==> src/rtl/bcd_timer_pkg.sv <==
// Shared encodings, digit limits and packing for the BCD countdown timer.
// Digit order in a packed word: {min_tens, min_ones, sec_tens, sec_ones}.
package bcd_timer_pkg;

    typedef enum logic [1:0] {
        IDLE  = 2'd0,
        RUN   = 2'd1,
        PAUSE = 2'd2,
        ALARM = 2'd3
    } state_t;

    localparam logic [3:0] SEC_TENS_MAX = 4'd5;
    localparam logic [3:0] MIN_TENS_MAX = 4'd5;
    localparam logic [3:0] ONES_MAX     = 4'd9;

    localparam int SEC_ONES_LSB = 0;
    localparam int SEC_TENS_LSB = 4;
    localparam int MIN_ONES_LSB = 8;
    localparam int MIN_TENS_LSB = 12;

    // Clamp each digit to its legal maximum.
    function automatic logic [15:0] bcd_sanitize(input logic [15:0] v);
        logic [15:0] r;
        r = v;
        if (v[SEC_ONES_LSB +: 4] > ONES_MAX)
            r[SEC_ONES_LSB +: 4] = ONES_MAX;
        if (v[SEC_TENS_LSB +: 4] > SEC_TENS_MAX)
            r[SEC_TENS_LSB +: 4] = SEC_TENS_MAX;
        if (v[MIN_ONES_LSB +: 4] > ONES_MAX)
            r[MIN_ONES_LSB +: 4] = ONES_MAX;
        if (v[MIN_TENS_LSB +: 4] > MIN_TENS_MAX)
            r[MIN_TENS_LSB +: 4] = MIN_TENS_MAX;
        return r;
    endfunction

endpackage

==> src/rtl/bcd_digit_down.sv <==
// One BCD down-counting digit; wraps 0 -> MAX and signals borrow.
// Load has priority over decrement.
module bcd_digit_down #(
    parameter logic [3:0] MAX = 4'd9
) (
    input  logic       clk,
    input  logic       reset_p,
    input  logic       load,
    input  logic [3:0] load_val,
    input  logic       dec,
    output logic [3:0] q,
    output logic       borrow
);

    assign borrow = dec & (q == 4'd0);

    always_ff @(posedge clk) begin
        if (reset_p)
            q <= 4'd0;
        else if (load)
            q <= load_val;
        else if (dec)
            q <= (q == 4'd0) ? MAX : q - 4'd1;
    end

endmodule

==> src/rtl/bcd_countdown_ctrl.sv <==
// MM:SS countdown controller: prescaler, command FSM, four BCD digits.
// Optional BCD_COUNTDOWN_ALARM_TIMEOUT_EN auto-clears alarm after ALARM_SEC s.
module bcd_countdown_ctrl
    import bcd_timer_pkg::*;
#(
    parameter int unsigned TICK_DIV  = 100_000_000,
    parameter int unsigned ALARM_SEC = 10
) (
    input  logic        clk,
    input  logic        reset_p,
    input  logic        load,
    input  logic [15:0] set_value,
    input  logic        start,
    input  logic        pause,
    input  logic        clear,
    output logic [15:0] digits,
    output logic        running,
    output logic        alarm,
    output logic [1:0]  state
);

    localparam int PW = $clog2(TICK_DIV);
    localparam logic [PW-1:0] TICK_LAST = PW'(TICK_DIV - 1);

    state_t        st;
    logic [PW-1:0] presc;
    logic          tick;
    logic          last_sec;
    logic          dig_load;
    logic [15:0]   dig_val;
    logic [4:0]    dchain;

`ifdef BCD_COUNTDOWN_ALARM_TIMEOUT_EN
    localparam int AW = $clog2(ALARM_SEC + 1);
    localparam logic [AW-1:0] ALARM_LAST = AW'(ALARM_SEC - 1);
    logic [AW-1:0] acnt;
`endif

    assign tick     = (presc == TICK_LAST);
    assign last_sec = (digits == 16'h0001);
    assign dig_load = clear | ((st == IDLE) & load);
    assign dig_val  = clear ? 16'h0000 : bcd_sanitize(set_value);
    assign dchain[0] = (st == RUN) & tick;
    assign state    = st;

    for (genvar i = 0; i < 4; i++) begin : g_dig
        localparam logic [3:0] DMAX =
            (i == 1) ? SEC_TENS_MAX :
            (i == 3) ? MIN_TENS_MAX : ONES_MAX;
        bcd_digit_down #(.MAX(DMAX)) u_dig (
            .clk      (clk),
            .reset_p  (reset_p),
            .load     (dig_load),
            .load_val (dig_val[4*i +: 4]),
            .dec      (dchain[i]),
            .q        (digits[4*i +: 4]),
            .borrow   (dchain[i+1])
        );
    end

    always_ff @(posedge clk) begin
        if (reset_p) begin
            st      <= IDLE;
            presc   <= '0;
            running <= 1'b0;
            alarm   <= 1'b0;
`ifdef BCD_COUNTDOWN_ALARM_TIMEOUT_EN
            acnt    <= '0;
`endif
        end else begin
            case (st)
                IDLE: begin
                    if (!clear && !load && start && digits != 16'h0000) begin
                        st      <= RUN;
                        presc   <= '0;
                        running <= 1'b1;
                    end
                end
                RUN: begin
                    presc <= tick ? '0 : presc + 1'b1;
                    if (clear) begin
                        st      <= IDLE;
                        presc   <= '0;
                        running <= 1'b0;
                    end else if (tick && last_sec) begin
                        st      <= ALARM;
                        running <= 1'b0;
                        alarm   <= 1'b1;
`ifdef BCD_COUNTDOWN_ALARM_TIMEOUT_EN
                        acnt    <= '0;
`endif
                    end else if (pause) begin
                        st      <= PAUSE;
                        running <= 1'b0;
                    end
                end
                PAUSE: begin
                    if (clear) begin
                        st    <= IDLE;
                        presc <= '0;
                    end else if (pause) begin
                        st      <= RUN;
                        running <= 1'b1;
                    end
                end
                ALARM: begin
                    if (clear || start) begin
                        st    <= IDLE;
                        alarm <= 1'b0;
                    end
`ifdef BCD_COUNTDOWN_ALARM_TIMEOUT_EN
                    else begin
                        presc <= tick ? '0 : presc + 1'b1;
                        if (tick) begin
                            if (acnt == ALARM_LAST) begin
                                st    <= IDLE;
                                alarm <= 1'b0;
                            end else begin
                                acnt <= acnt + 1'b1;
                            end
                        end
                    end
`endif
                end
                default: st <= IDLE;
            endcase
        end
    end

endmodule

==> config.mk <==
export PLATFORM = sky130hd
export DESIGN_NAME = bcd_countdown_ctrl
export DESIGN_NICKNAME = d
export VERILOG_FILES = /design/src/rtl/bcd_timer_pkg.sv /design/src/rtl/bcd_digit_down.sv /design/src/rtl/bcd_countdown_ctrl.sv
export SDC_FILE = /design/constraint.sdc
export NUM_CORES = 1
export LEC_CHECK = 0
export CAP_MARGIN = 30
export CORE_MARGIN = 5
export CORE_UTILIZATION = 55
export DETAILED_ROUTE_END_ITERATION = 10
export PLACE_DENSITY = 0.81
export SYNTH_ARGS = -nofsm -noshare
export SYNTH_HDL_FRONTEND = slang
export SYNTH_SLANG_ARGS = --single-unit
export TNS_END_PERCENT = 50
==> constraint.sdc <==
create_clock -name clk -period 6.2 [get_ports clk]
set_clock_uncertainty 0.05 [all_clocks]
set_input_delay 0.62 -clock clk [delete_from_list [all_inputs] [get_ports clk]]
set_output_delay 0.62 -clock clk [all_outputs]
set_load 0.01 [all_outputs]
==> results_dict.tcl <==
set metrics [dict create \
    via_per_inst 6.19 \
    max-vdd-ir-drop_mv 0.129 \
    syn2layout_area_growth_pct 19.3 \
    yosysTopAreaCell "dfxtp_1" \
    critPathLaunchType "input port" \
    grt_max_degree 27 \
    max_slew_margin_pct 29.6 \
    start_util_pct 55.6 \
    htreeDepth 2 \
    max_clock_freq_ghz 0.292 \
    drt_first_iter_violations 151 \
    finalNonFillerCells 445 \
    synthArstFlopShare_pct 0 \
    clockBufferDepth 2 \
    cp_slowest_cell "o21bai_2" \
    numCtsBuffers 5 \
    synth.cell_area_um2 2790 \
    worstSetupEndpointType "flip-flop" \
    dieHeight_um 81.2 \
    rows 26 \
    synthesis.nets 364 \
    clk_pin_slew_worst_paths_ns 0.10 \
    grt_usage_pct 22.8 \
    hold_class "flip-flop to flip-flop" \
    netlist_instances 341 \
    placedCellCount 437 \
    synth_top_area_share_pct 33.8 \
    synth_cell_types 60 \
    hold_slack_ns 0.426 \
    cts_setup_buffers 0 \
    grt_pass1_vias 2568 \
    tightest_slew_ns 1.05 \
    rr_endpoint "presc[10]" \
    maxSlewViolCount 0 \
    hold_depth 2 \
    final_common_cell "dfxtp_1" \
    post_drt_wl_per_cell_um 15.7 \
    dr.pass1.iters 4 \
    yosysSeqAreaShare_pct 33.8 \
    netlist_top_cells_area "dfxtp_1, nor2_1, a21oi_1" \
    worstSetupPathType "input port to flip-flop" \
    postRouteAntennaNets 0 \
    ys_ff_latch 47 \
    grt_pass1_wl_um 12000 \
    rr_startpoint "g_dig[2].u_dig.q[3]" \
    fin_tns_setup_ns 0 \
    synth_edf_count 0 \
    path_cells "clkdlybuf4s50_1, or4b_4, nand3_1, o21ai_2, o21bai_2, o21ba_2" \
    grt.overflow.total 0 \
    max-cap-violations 0 \
    outcome "completed" \
    fill_cells 420 \
    worst-r2r-cell-count 5 \
    min_period_ns 3.42 \
    cts_resized 0 \
    drive_above_1_share_pct 8.00 \
    die_area_um2 6590 \
    numPortBuffers 41 \
    die_w_um 81.2 \
    cts.sinks 47 \
    gp_congestion 0.833 \
    cellLeakagePower_nw 1.09 \
    routed_wirelength_um 7000 \
    layout_common_cells "dfxtp_1, clkdlybuf4s50_1, nor2_1" \
    vias 2756 \
    cts_hold_buf 0 \
    insertion_delay_ns 0.31 \
    ios 42 \
    cp.arrival_ns 3.58 \
    timing.final.hold_violations 0 \
    antenna_cells 0 \
    required_ns 6.36 \
    route.detailed.drc 0 \
    postSynthAreaPerCell_um2 8.17 \
    fp.coreArea_um2 5010 \
    post-route-util_pct 66.3 \
    rsz0062_at_grt "no" \
    cts-root-buf "clkbuf_8" \
    r2r_slack_ns 3.19 \
    dp_hpwl_um 5010 \
    min-delay-start "alarm" \
    grt_antenna_before_repair 0 \
    timing.final.crit_share_pct 55.1 \
    power_density_nw_per_um2 187 \
    cts_tree "built" \
    yosysWarnings 0 \
    fin_nets 397 \
    cp_top_family "compound AO/OA/AOI/OAI gates" \
    worstHoldEndpoint "alarm" \
    cp_num_buf_inv 1 \
    synth_ff_type "dfxtp_1" \
    setup_viol 0 \
    max_stage_delay_ns 0.88 \
    critPathMaxFanout 26 \
]
-- per-stage QoR --
step | instance area, um^2 | worst slack, ns | total power, mW
after floorplan | 2790 | 3.85 | 0.385
after CTS | 3320 | 2.77 | 0.622
after global routing | 3320 | 2.60 | 0.645
final | 3320 | 2.78 | 0.621
after global placement | 3220 | 2.54 | 0.423
after detailed placement | 3220 | 2.46 | 0.425
-- cell families after synthesis --
family	count (synthesis)	synth area share, %
buf+inv	27	3.91
simple gates	153	31.5
compound gates	96	24.9
mux	3	1.08
xor+xnor	14	4.40
fa+ha+maj	1	0.449
flops	47	33.8
-- per-layer routing --
metal	vias up	part of all wire (%)	global-route usage [%]
li1	1364	-	-
met1	1284	45	30.3
met2	93	47	36.4
met3	15	6.0	4.21
met4	0	1.8	9.29
met5	-	0	0
-- power breakdown --
part           switching [mW]  internal (mW)  total (mW)
Clock                   0.111         0.0912       0.202
Sequential             0.0102          0.308       0.318
Combinational          0.0584         0.0430       0.101
-- worst min-delay path, cell delays in order, from the launching register on --
cell	delay (ns)
dfxtp_1	0.33
nand2_1	0.06
a21oi_1	0.05
-- area by class of cell --
type	instances	area, um^2	area share [%]
clock inverters	2	16.3	0.489
well taps	70	87.6	2.64
clock buffers	6	82.6	2.48
inverters	11	41.3	1.24
multi-input cells	267	1740	52.3
repair buffers	42	418	12.6
flip-flops and latches	47	941	28.3
-- flip-flops by register name, indices dropped and copies added, names as in the netlist --
signal,cells
g_dig.u_dig.q,16
running,1
alarm,1
presc,27
state,2
-- worst max-delay path by stage --
| stage | start | endpoint | slack [ns] | cells after the start |
|---|---|---|---|---|
| CTS | clear | presc[10] | 2.77 | 6 |
| detailed placement | clear | presc[10] | 2.46 | 6 |
| floorplan | clear | presc[24] | 3.85 | 6 |
| finish | clear | presc[10] | 2.78 | 6 |
| global route | clear | presc[10] | 2.60 | 6 |
| global placement | clear | presc[10] | 2.54 | 6 |
-- cell usage after synthesis (6+ instances only) --
cell type and n:
o21ai_0 13, nor2_1 38, and3_1 7, dfxtp_1 47, buf_2 6, or3_1 9, nand3_1 11, nor3_1 10
or4_1 8, clkbuf_1 9, a21oi_1 24, o211ai_1 13, nor4_1 6, inv_1 11, o31ai_1 10, nand2_1 22
or2_2 6, xor2_1 11, nand4_1 9
(Power assumes the default switching activity.)
